### src/rtl/pu_riscv_pkg.sv
// pu_riscv_pkg: shared encodings for the memory dispatch stage (biu sizes, dispatch FSM, target select)
// No ports; imported by pu_riscv_memdispatch and pu_riscv_memdispatch_tgtmux.
package pu_riscv_pkg;
    localparam logic [2:0] BYTE  = 3'b000;
    localparam logic [2:0] HWORD = 3'b001;
    localparam logic [2:0] WORD  = 3'b010;
    localparam logic [2:0] DWORD = 3'b011;
    localparam logic [2:0] QWORD = 3'b100;

    typedef enum logic [2:0] {
        IDLE       = 3'd0,
        WAIT_CACHE = 3'd1,
        WAIT_EXT   = 3'd2,
        WAIT_TCM   = 3'd3,
        FAULT      = 3'd4
    } dispatch_state_t;

    typedef enum logic [1:0] {
        TGT_CACHE = 2'd0,
        TGT_EXT   = 2'd1,
        TGT_TCM   = 2'd2
    } tgt_sel_t;

    // Maps a waiting state onto the target channel it talks to
    function automatic tgt_sel_t state2tgt(input dispatch_state_t s);
        return s == WAIT_EXT ? TGT_EXT : s == WAIT_TCM ? TGT_TCM : TGT_CACHE;
    endfunction
endpackage

### src/rtl/pu_riscv_memdispatch_tgtmux.sv
// pu_riscv_memdispatch_tgtmux: demuxes the held request onto one target and muxes that target's response back
// Ports: sel_i/active_i choose and enable a target; *_req_o per-target requests;
//        *_ack_i/*_q_i/*_err_i target responses; ack_o/q_o/err_o selected response (combinational).
module pu_riscv_memdispatch_tgtmux
    import pu_riscv_pkg::*;
#(
    parameter int XLEN = 64
) (
    input  tgt_sel_t          sel_i,
    input  logic              active_i,
    output logic              cache_req_o,
    output logic              ext_req_o,
    output logic              tcm_req_o,
    input  logic              cache_ack_i,
    input  logic              ext_ack_i,
    input  logic              tcm_ack_i,
    input  logic [XLEN-1:0]   cache_q_i,
    input  logic [XLEN-1:0]   ext_q_i,
    input  logic [XLEN-1:0]   tcm_q_i,
    input  logic              cache_err_i,
    input  logic              ext_err_i,
    input  logic              tcm_err_i,
    output logic              ack_o,
    output logic [XLEN-1:0]   q_o,
    output logic              err_o
);
    always_comb begin
        cache_req_o = active_i && sel_i == TGT_CACHE;
        ext_req_o   = active_i && sel_i == TGT_EXT;
        tcm_req_o   = active_i && sel_i == TGT_TCM;
        // Acks from channels not being driven are ignored
        ack_o = active_i && (sel_i == TGT_EXT ? ext_ack_i : sel_i == TGT_TCM ? tcm_ack_i : cache_ack_i);
        q_o   = sel_i == TGT_EXT ? ext_q_i : sel_i == TGT_TCM ? tcm_q_i : cache_q_i;
        err_o = sel_i == TGT_EXT ? ext_err_i : sel_i == TGT_TCM ? tcm_err_i : cache_err_i;
    end
endmodule

### src/rtl/pu_riscv_memdispatch.sv
// pu_riscv_memdispatch: registered dispatch of one PMA-checked memory request to cache, external bus or TCM
// Ports: clk_i/rst_ni clock and sync active-low reset; req_i/adr_i/size_i/lock_i/we_i/d_i core request;
//        kill_i flush; exception_i/misaligned_i/is_*_access_i checker verdict; stall_o not-accepting;
//        ack_o/q_o/err_o/misaligned_o registered response; tgt_*_o held shared request bus;
//        cache/ext/tcm _req_o/_ack_i/_q_i/_err_i per-target handshake.
module pu_riscv_memdispatch
    import pu_riscv_pkg::*;
#(
    parameter int XLEN = 64,
    parameter int PLEN = 64
) (
    input  logic              clk_i,
    input  logic              rst_ni,
    input  logic              req_i,
    input  logic [PLEN-1:0]   adr_i,
    input  logic [2:0]        size_i,
    input  logic              lock_i,
    input  logic              we_i,
    input  logic [XLEN-1:0]   d_i,
    input  logic              kill_i,
    input  logic              exception_i,
    input  logic              misaligned_i,
    input  logic              is_cache_access_i,
    input  logic              is_ext_access_i,
    input  logic              is_tcm_access_i,
    output logic              stall_o,
    output logic              ack_o,
    output logic [XLEN-1:0]   q_o,
    output logic              err_o,
    output logic              misaligned_o,
    output logic [PLEN-1:0]   tgt_adr_o,
    output logic [2:0]        tgt_size_o,
    output logic              tgt_lock_o,
    output logic              tgt_we_o,
    output logic [XLEN-1:0]   tgt_d_o,
    output logic              cache_req_o,
    output logic              ext_req_o,
    output logic              tcm_req_o,
    input  logic              cache_ack_i,
    input  logic              ext_ack_i,
    input  logic              tcm_ack_i,
    input  logic [XLEN-1:0]   cache_q_i,
    input  logic [XLEN-1:0]   ext_q_i,
    input  logic [XLEN-1:0]   tcm_q_i,
    input  logic              cache_err_i,
    input  logic              ext_err_i,
    input  logic              tcm_err_i
);
    dispatch_state_t state_q, state_d;
    logic              killed_q, killed_d;
    logic              ack_q, ack_d;
    logic              err_q, err_d;
    logic              mis_q, mis_d;
    logic [XLEN-1:0]   q_q, q_d;
    logic              fault_err_q, fault_err_d;
    logic              fault_mis_q, fault_mis_d;
    logic [PLEN-1:0]   adr_q, adr_d;
    logic [2:0]        size_q, size_d;
    logic              lock_q, lock_d;
    logic              we_q, we_d;
    logic [XLEN-1:0]   d_q, d_d;
    logic              accept, any_route, waiting, drop;
    logic              mux_ack, mux_err;
    logic [XLEN-1:0]   mux_q;

    assign waiting   = state_q == WAIT_CACHE || state_q == WAIT_EXT || state_q == WAIT_TCM;
    assign accept    = state_q == IDLE && req_i && !kill_i;
    assign any_route = is_cache_access_i | is_ext_access_i | is_tcm_access_i;
    // A kill arriving in the ack cycle itself also suppresses the response
    assign drop      = killed_q | kill_i;

    pu_riscv_memdispatch_tgtmux #(.XLEN(XLEN)) u_tgtmux (
        .sel_i       (state2tgt(state_q)),
        .active_i    (waiting),
        .cache_req_o (cache_req_o),
        .ext_req_o   (ext_req_o),
        .tcm_req_o   (tcm_req_o),
        .cache_ack_i (cache_ack_i),
        .ext_ack_i   (ext_ack_i),
        .tcm_ack_i   (tcm_ack_i),
        .cache_q_i   (cache_q_i),
        .ext_q_i     (ext_q_i),
        .tcm_q_i     (tcm_q_i),
        .cache_err_i (cache_err_i),
        .ext_err_i   (ext_err_i),
        .tcm_err_i   (tcm_err_i),
        .ack_o       (mux_ack),
        .q_o         (mux_q),
        .err_o       (mux_err)
    );

    always_comb begin
        state_d     = state_q;
        killed_d    = killed_q;
        ack_d       = 1'b0;
        err_d       = 1'b0;
        mis_d       = 1'b0;
        q_d         = q_q;
        fault_err_d = fault_err_q;
        fault_mis_d = fault_mis_q;
        adr_d       = accept ? adr_i  : adr_q;
        size_d      = accept ? size_i : size_q;
        lock_d      = accept ? lock_i : lock_q;
        we_d        = accept ? we_i   : we_q;
        d_d         = accept ? d_i    : d_q;
        case (state_q)
            IDLE: if (accept) begin
                state_d = (exception_i || misaligned_i || !any_route) ? FAULT :
                          is_cache_access_i ? WAIT_CACHE :
                          is_ext_access_i   ? WAIT_EXT   : WAIT_TCM;
                // An unrouted (but aligned) access is reported as an access fault
                fault_err_d = exception_i | (!misaligned_i & !any_route);
                fault_mis_d = misaligned_i;
            end
            WAIT_CACHE, WAIT_EXT, WAIT_TCM: begin
                killed_d = drop;
                if (mux_ack) begin
                    state_d  = IDLE;
                    killed_d = 1'b0;
                    ack_d    = !drop;
                    err_d    = !drop & mux_err;
                    q_d      = drop ? q_q : mux_q;
                end
            end
            FAULT: begin
                state_d = IDLE;
                ack_d   = !kill_i;
                err_d   = !kill_i & fault_err_q;
                mis_d   = !kill_i & fault_mis_q;
                q_d     = kill_i ? q_q : '0;
            end
            default: state_d = IDLE;
        endcase
    end

    always_ff @(posedge clk_i) begin
        if (!rst_ni) begin
            state_q     <= IDLE;
            killed_q    <= 1'b0;
            ack_q       <= 1'b0;
            err_q       <= 1'b0;
            mis_q       <= 1'b0;
            q_q         <= '0;
            fault_err_q <= 1'b0;
            fault_mis_q <= 1'b0;
            adr_q       <= '0;
            size_q      <= '0;
            lock_q      <= 1'b0;
            we_q        <= 1'b0;
            d_q         <= '0;
        end else begin
            state_q     <= state_d;
            killed_q    <= killed_d;
            ack_q       <= ack_d;
            err_q       <= err_d;
            mis_q       <= mis_d;
            q_q         <= q_d;
            fault_err_q <= fault_err_d;
            fault_mis_q <= fault_mis_d;
            adr_q       <= adr_d;
            size_q      <= size_d;
            lock_q      <= lock_d;
            we_q        <= we_d;
            d_q         <= d_d;
        end
    end

    assign stall_o      = state_q != IDLE;
    assign ack_o        = ack_q;
    assign err_o        = err_q;
    assign misaligned_o = mis_q;
    assign q_o          = q_q;
    assign tgt_adr_o    = adr_q;
    assign tgt_size_o   = size_q;
    assign tgt_lock_o   = lock_q;
    assign tgt_we_o     = we_q;
    assign tgt_d_o      = d_q;
endmodule

### config.mk
export PLATFORM = sky130hd
export DESIGN_NAME = pu_riscv_memdispatch
export DESIGN_NICKNAME = d
export VERILOG_FILES = /design/src/rtl/pu_riscv_pkg.sv /design/src/rtl/pu_riscv_memdispatch_tgtmux.sv /design/src/rtl/pu_riscv_memdispatch.sv
export SDC_FILE = /design/constraint.sdc
export NUM_CORES = 1
export LEC_CHECK = 0
export CORE_AREA = 2 2 213 215
export CTS_BUF_LIST = sky130_fd_sc_hd__clkbuf_8
export CTS_CLUSTER_DIAMETER = 120
export CTS_CLUSTER_SIZE = 16
export DETAILED_ROUTE_END_ITERATION = 8
export DIE_AREA = 0 0 215 217
export PLACE_DENSITY_LB_ADDON = 0.1
export SLEW_MARGIN = 10
export SYNTH_ARGS = -nofsm -noshare
export SYNTH_HDL_FRONTEND = slang
export SYNTH_SLANG_ARGS = --single-unit
export TNS_END_PERCENT = 30
### constraint.sdc
create_clock -name clk_i -period 2.4 [get_ports clk_i]
set_input_delay 0.48 -clock clk_i [delete_from_list [all_inputs] [get_ports clk_i]]
set_output_delay 0.48 -clock clk_i [all_outputs]
set_load 0.05 [all_outputs]
==> results.json <==
{
  "run_status": "completed",
  "number_of_cells_produced_by_synthesis": 1153,
  "path_delay_family": "buffers and inverters",
  "initial_utilization_pct": 21.8,
  "intPower_mw": 5.24,
  "clock_path_buffers": 3,
  "start_kind": "flip-flop",
  "switchingPower_mw": 2.40,
  "globalRouteOverflowTotal": 0,
  "via_per_inst": 4.46,
  "num_rows": 78,
  "seq_area_um2": 4130,
  "chipWidth_um": 215,
  "wirelength_um": 43300,
  "root_buffer": "sky130_fd_sc_hd__clkbuf_8",
  "post_drt_wl_per_cell_um": 19.3,
  "share_comb_of_total_power_pct": 27.7,
  "slew_headroom_pct": 57.1,
  "clkTransAtPathRegs_ps": 130,
  "drt_first_iter_violations": 509,
  "worstPathCellList": "clkdlybuf4s50_1",
  "antenna_found_initial": 2,
  "combined_buffer_and_inverter_count_along_the_critical_path": 1,
  "design_power_total_mw": 7.64,
  "clk-insertion-delay-late_ps": 540,
  "worstSetupEndpointType": "output port",
  "clock_power_share_pct": 24.8,
  "post-route-min-period_ps": 2280,
  "maxCapViolations": 0,
  "async_reset_ff_share_pct": 0,
  "synth.yosys.warnings": 0,
  "synth_xor_xnor_area_share_pct": 0,
  "area.growth.synth_to_final_pct": 65.8,
  "cts.sink_count": 206,
  "synthTopCellsByCount": "336 x sky130_fd_sc_hd__nand2_1, 206 x sky130_fd_sc_hd__dfxtp_1, 129 x sky130_fd_sc_hd__mux2i_1, 103 x sky130_fd_sc_hd__a21boi_1, 72 x sky130_fd_sc_hd__clkbuf_1",
  "place.gp.congestion": 0.776,
  "netSwitchingFraction_pct": 31.4,
  "hpwl_um": 32300,
  "largest_net_degree_at_the_start_of_global_routing": 97,
  "synth_enable_flop_cells": 0,
  "level_count_of_the_clock_h_tree": 1,
  "synth-compound-area-share_pct": 23.8,
  "post_synth_main_area_contributors": "sky130_fd_sc_hd__dfxtp_1 42%, sky130_fd_sc_hd__mux2i_1 13%, sky130_fd_sc_hd__nand2_1 13%, sky130_fd_sc_hd__a21boi_1 8.0%, sky130_fd_sc_hd__a211o_1 5.8%",
  "fill_cells": 4713,
  "synth.mux.area_fraction_pct": 13.3,
  "power.density_cell_area_nw_per_um2": 474,
  "crit_fanout": 2,
  "grt.total_usage_pct": 17.7,
  "worstSetupPathType": "flip-flop to output port",
  "post-cts-setup-buffer-count": 0,
  "finalSetupViolCount": 0,
  "route.antenna.remaining_nets": 0,
  "power.sequential.fraction_pct": 47.5,
  "post-route-period-util_pct": 94.9,
  "required_time_of_the_critical_path_ps": 1920,
  "timing_hold_violations_final": 0,
  "hold_slack_ps": 287,
  "post_synth_fa_ha_maj_area_fraction_pct": 0,
  "grt_pass1_wl_um": 64400,
  "dominantRegCellSynth": "sky130_fd_sc_hd__dfxtp_1",
  "yosys.area_share.simple_pct": 15.0,
  "syn_avg_cell_area_um2": 8.43,
  "synth.most_common_cell": "sky130_fd_sc_hd__nand2_1",
  "timing.critical_path.slowest_stage_cell": "sky130_fd_sc_hd__clkdlybuf4s50_1",
  "worstHoldPathType": "primary input to flip-flop",
  "drt_drc_violations_left": 0,
  "multi_input_area_um2": 5090,
  "cell_area_synth_um2": 9720,
  "num-nets-final": 1983,
  "drt_first_pass_iters": 6,
  "die_y_um": 217,
  "synth.ff_latch_count": 206,
  "share_of_layout_cells_above_drive_strength_1_pct": 4.32,
  "grt_setup_unrepaired": "no",
  "max_freq_ghz": 0.439,
  "yosysSeqAreaShare_pct": 42.4,
  "worst_pin_slew_ps": 641,
  "p_leak_nw": 5.59,
  "crit_arrival_ps": 1800,
  "combinational_family_with_the_most_area_after_synthesis": "compound AO/OA/AOI/OAI gates",
  "finalMaxSlewViolations": 0,
  "port_buffers": 543,
  "cts.hold.buffers_added": 0,
  "routed-via-count": 9999,
  "yosysTopAreaCellShare_pct": 42.4,
  "cts_tree": "yes",
  "cts_made_buffers": 16,
  "number_of_global_route_vias_before_repair": 9904,
  "antenna_cells": 0,
  "io-pin-count": 544,
  "worst_path_largest_cell_delay_ps": 900,
  "clock-skew-final_ps": 27.3,
  "synth_largest_area_cell": "sky130_fd_sc_hd__dfxtp_1",
  "fp.dieArea_um2": 46700,
  "core_area_um2": 44700,
  "syn_nets": 1493,
  "ir_drop_v": 0.000453,
  "netlist_cell_types": 36
}
[final timing paths]
path	cells past startpoint	startpoint	slack, ps	endpoint
worst max-delay path	1	q_o[19]	120	q_o[19]
worst min-delay path	3	rst_ni	290	state_q[2]
worst max register to register	5	state_q[1]	370	q_o[51]
worst min register to register	2	tgt_adr_o[17]	460	tgt_adr_o[17]
[stage by stage]
stage	cells	setup TNS, ps	instance area, µm²	utilization (%)	setup WS [ps]
after global placement	2225	-4670	15900	35.5	-119
after detailed placement	2225	-6120	15900	35.5	-168
after global routing	2244	0	16100	36.1	7.63
final	2244	0	16100	36.1	122
after floorplan	1153	0	9730	-	247
after CTS	2244	0	16100	36.0	30.7
[layout make-up]
cell class / count / share of cell area [%]
Timing Repair Buffer: 578 / 36.5
Multi-Input combinational cell: 838 / 31.6
Sequential cell: 206 / 25.6
Tap cell: 600 / 4.66
Clock buffer: 18 / 1.54
Inverter: 3 / 0.0699
Clock inverter: 1 / 0.0233
[layout by cell type (no fill, tap or decap), types with 3 or more instances in the layout]
cell | synthesis | layout
sky130_fd_sc_hd__a211o_1 | 64 | 64
sky130_fd_sc_hd__a21boi_0 | 32 | 32
sky130_fd_sc_hd__a21boi_1 | 103 | 103
sky130_fd_sc_hd__a21oi_1 | 69 | 69
sky130_fd_sc_hd__and4_1 | 3 | 3
sky130_fd_sc_hd__buf_12 | 6 | 16
sky130_fd_sc_hd__buf_4 | 3 | 23
sky130_fd_sc_hd__buf_6 | 0 | 3
sky130_fd_sc_hd__clkbuf_8 | 0 | 18
sky130_fd_sc_hd__clkdlybuf4s50_1 | 0 | 536
sky130_fd_sc_hd__dfxtp_1 | 206 | 204
sky130_fd_sc_hd__inv_1 | 3 | 3
sky130_fd_sc_hd__mux2i_1 | 129 | 129
sky130_fd_sc_hd__nand2_1 | 336 | 336
sky130_fd_sc_hd__nand2b_1 | 3 | 3
sky130_fd_sc_hd__nor2_1 | 8 | 7
sky130_fd_sc_hd__nor3_1 | 4 | 3
sky130_fd_sc_hd__o21ai_0 | 67 | 67
[power groups by stage]
stage / sequential [mW] / clock [mW] / combinational (mW)
floorplan: 4.17 / 0 / 0.565
global placement: 3.70 / 0 / 2.13
detailed placement: 3.70 / 0 / 2.13
CTS: 3.63 / 2.04 / 2.14
global route: 3.65 / 2.16 / 2.25
finish: 3.63 / 1.89 / 2.12
[per-layer routing]
metal	share of wire (%)	GRT usage, %	vias to the layer above
li1	-	-	4921
met1	41	20.7	4684
met2	48	31.2	352
met3	9.2	6.54	38
met4	1.5	3.24	4
met5	0.062	0	-
[kinds of logic after synthesis]
group / Yosys count
DFF: 206
muxes: 129
and+or+nand+nor: 368
AOI/OAI and AO/OA: 341
buffers and inverters: 109
[state kept, by name, indices dropped and copies added (netlist names)]
| register | count |
|---|---|
| fault_mis_q | 1 |
| state_q | 3 |
| err_o | 1 |
| fault_err_q | 1 |
| misaligned_o | 1 |
| killed_q | 1 |
| q_o | 64 |
| tgt_adr_o | 64 |
| tgt_d_o | 64 |
| ack_o | 1 |
| tgt_lock_o | 1 |
| tgt_size_o | 3 |
| tgt_we_o | 1 |
[what timing repair did]
action | in CTS | in global routing
endpoints found under the hold margin | 0 | 0
resized for setup | 1 | 2
setup endpoints to repair | 1 | 2
cloned | 0 | 0
No activity file was read; power rests on OpenSTA's default activity.
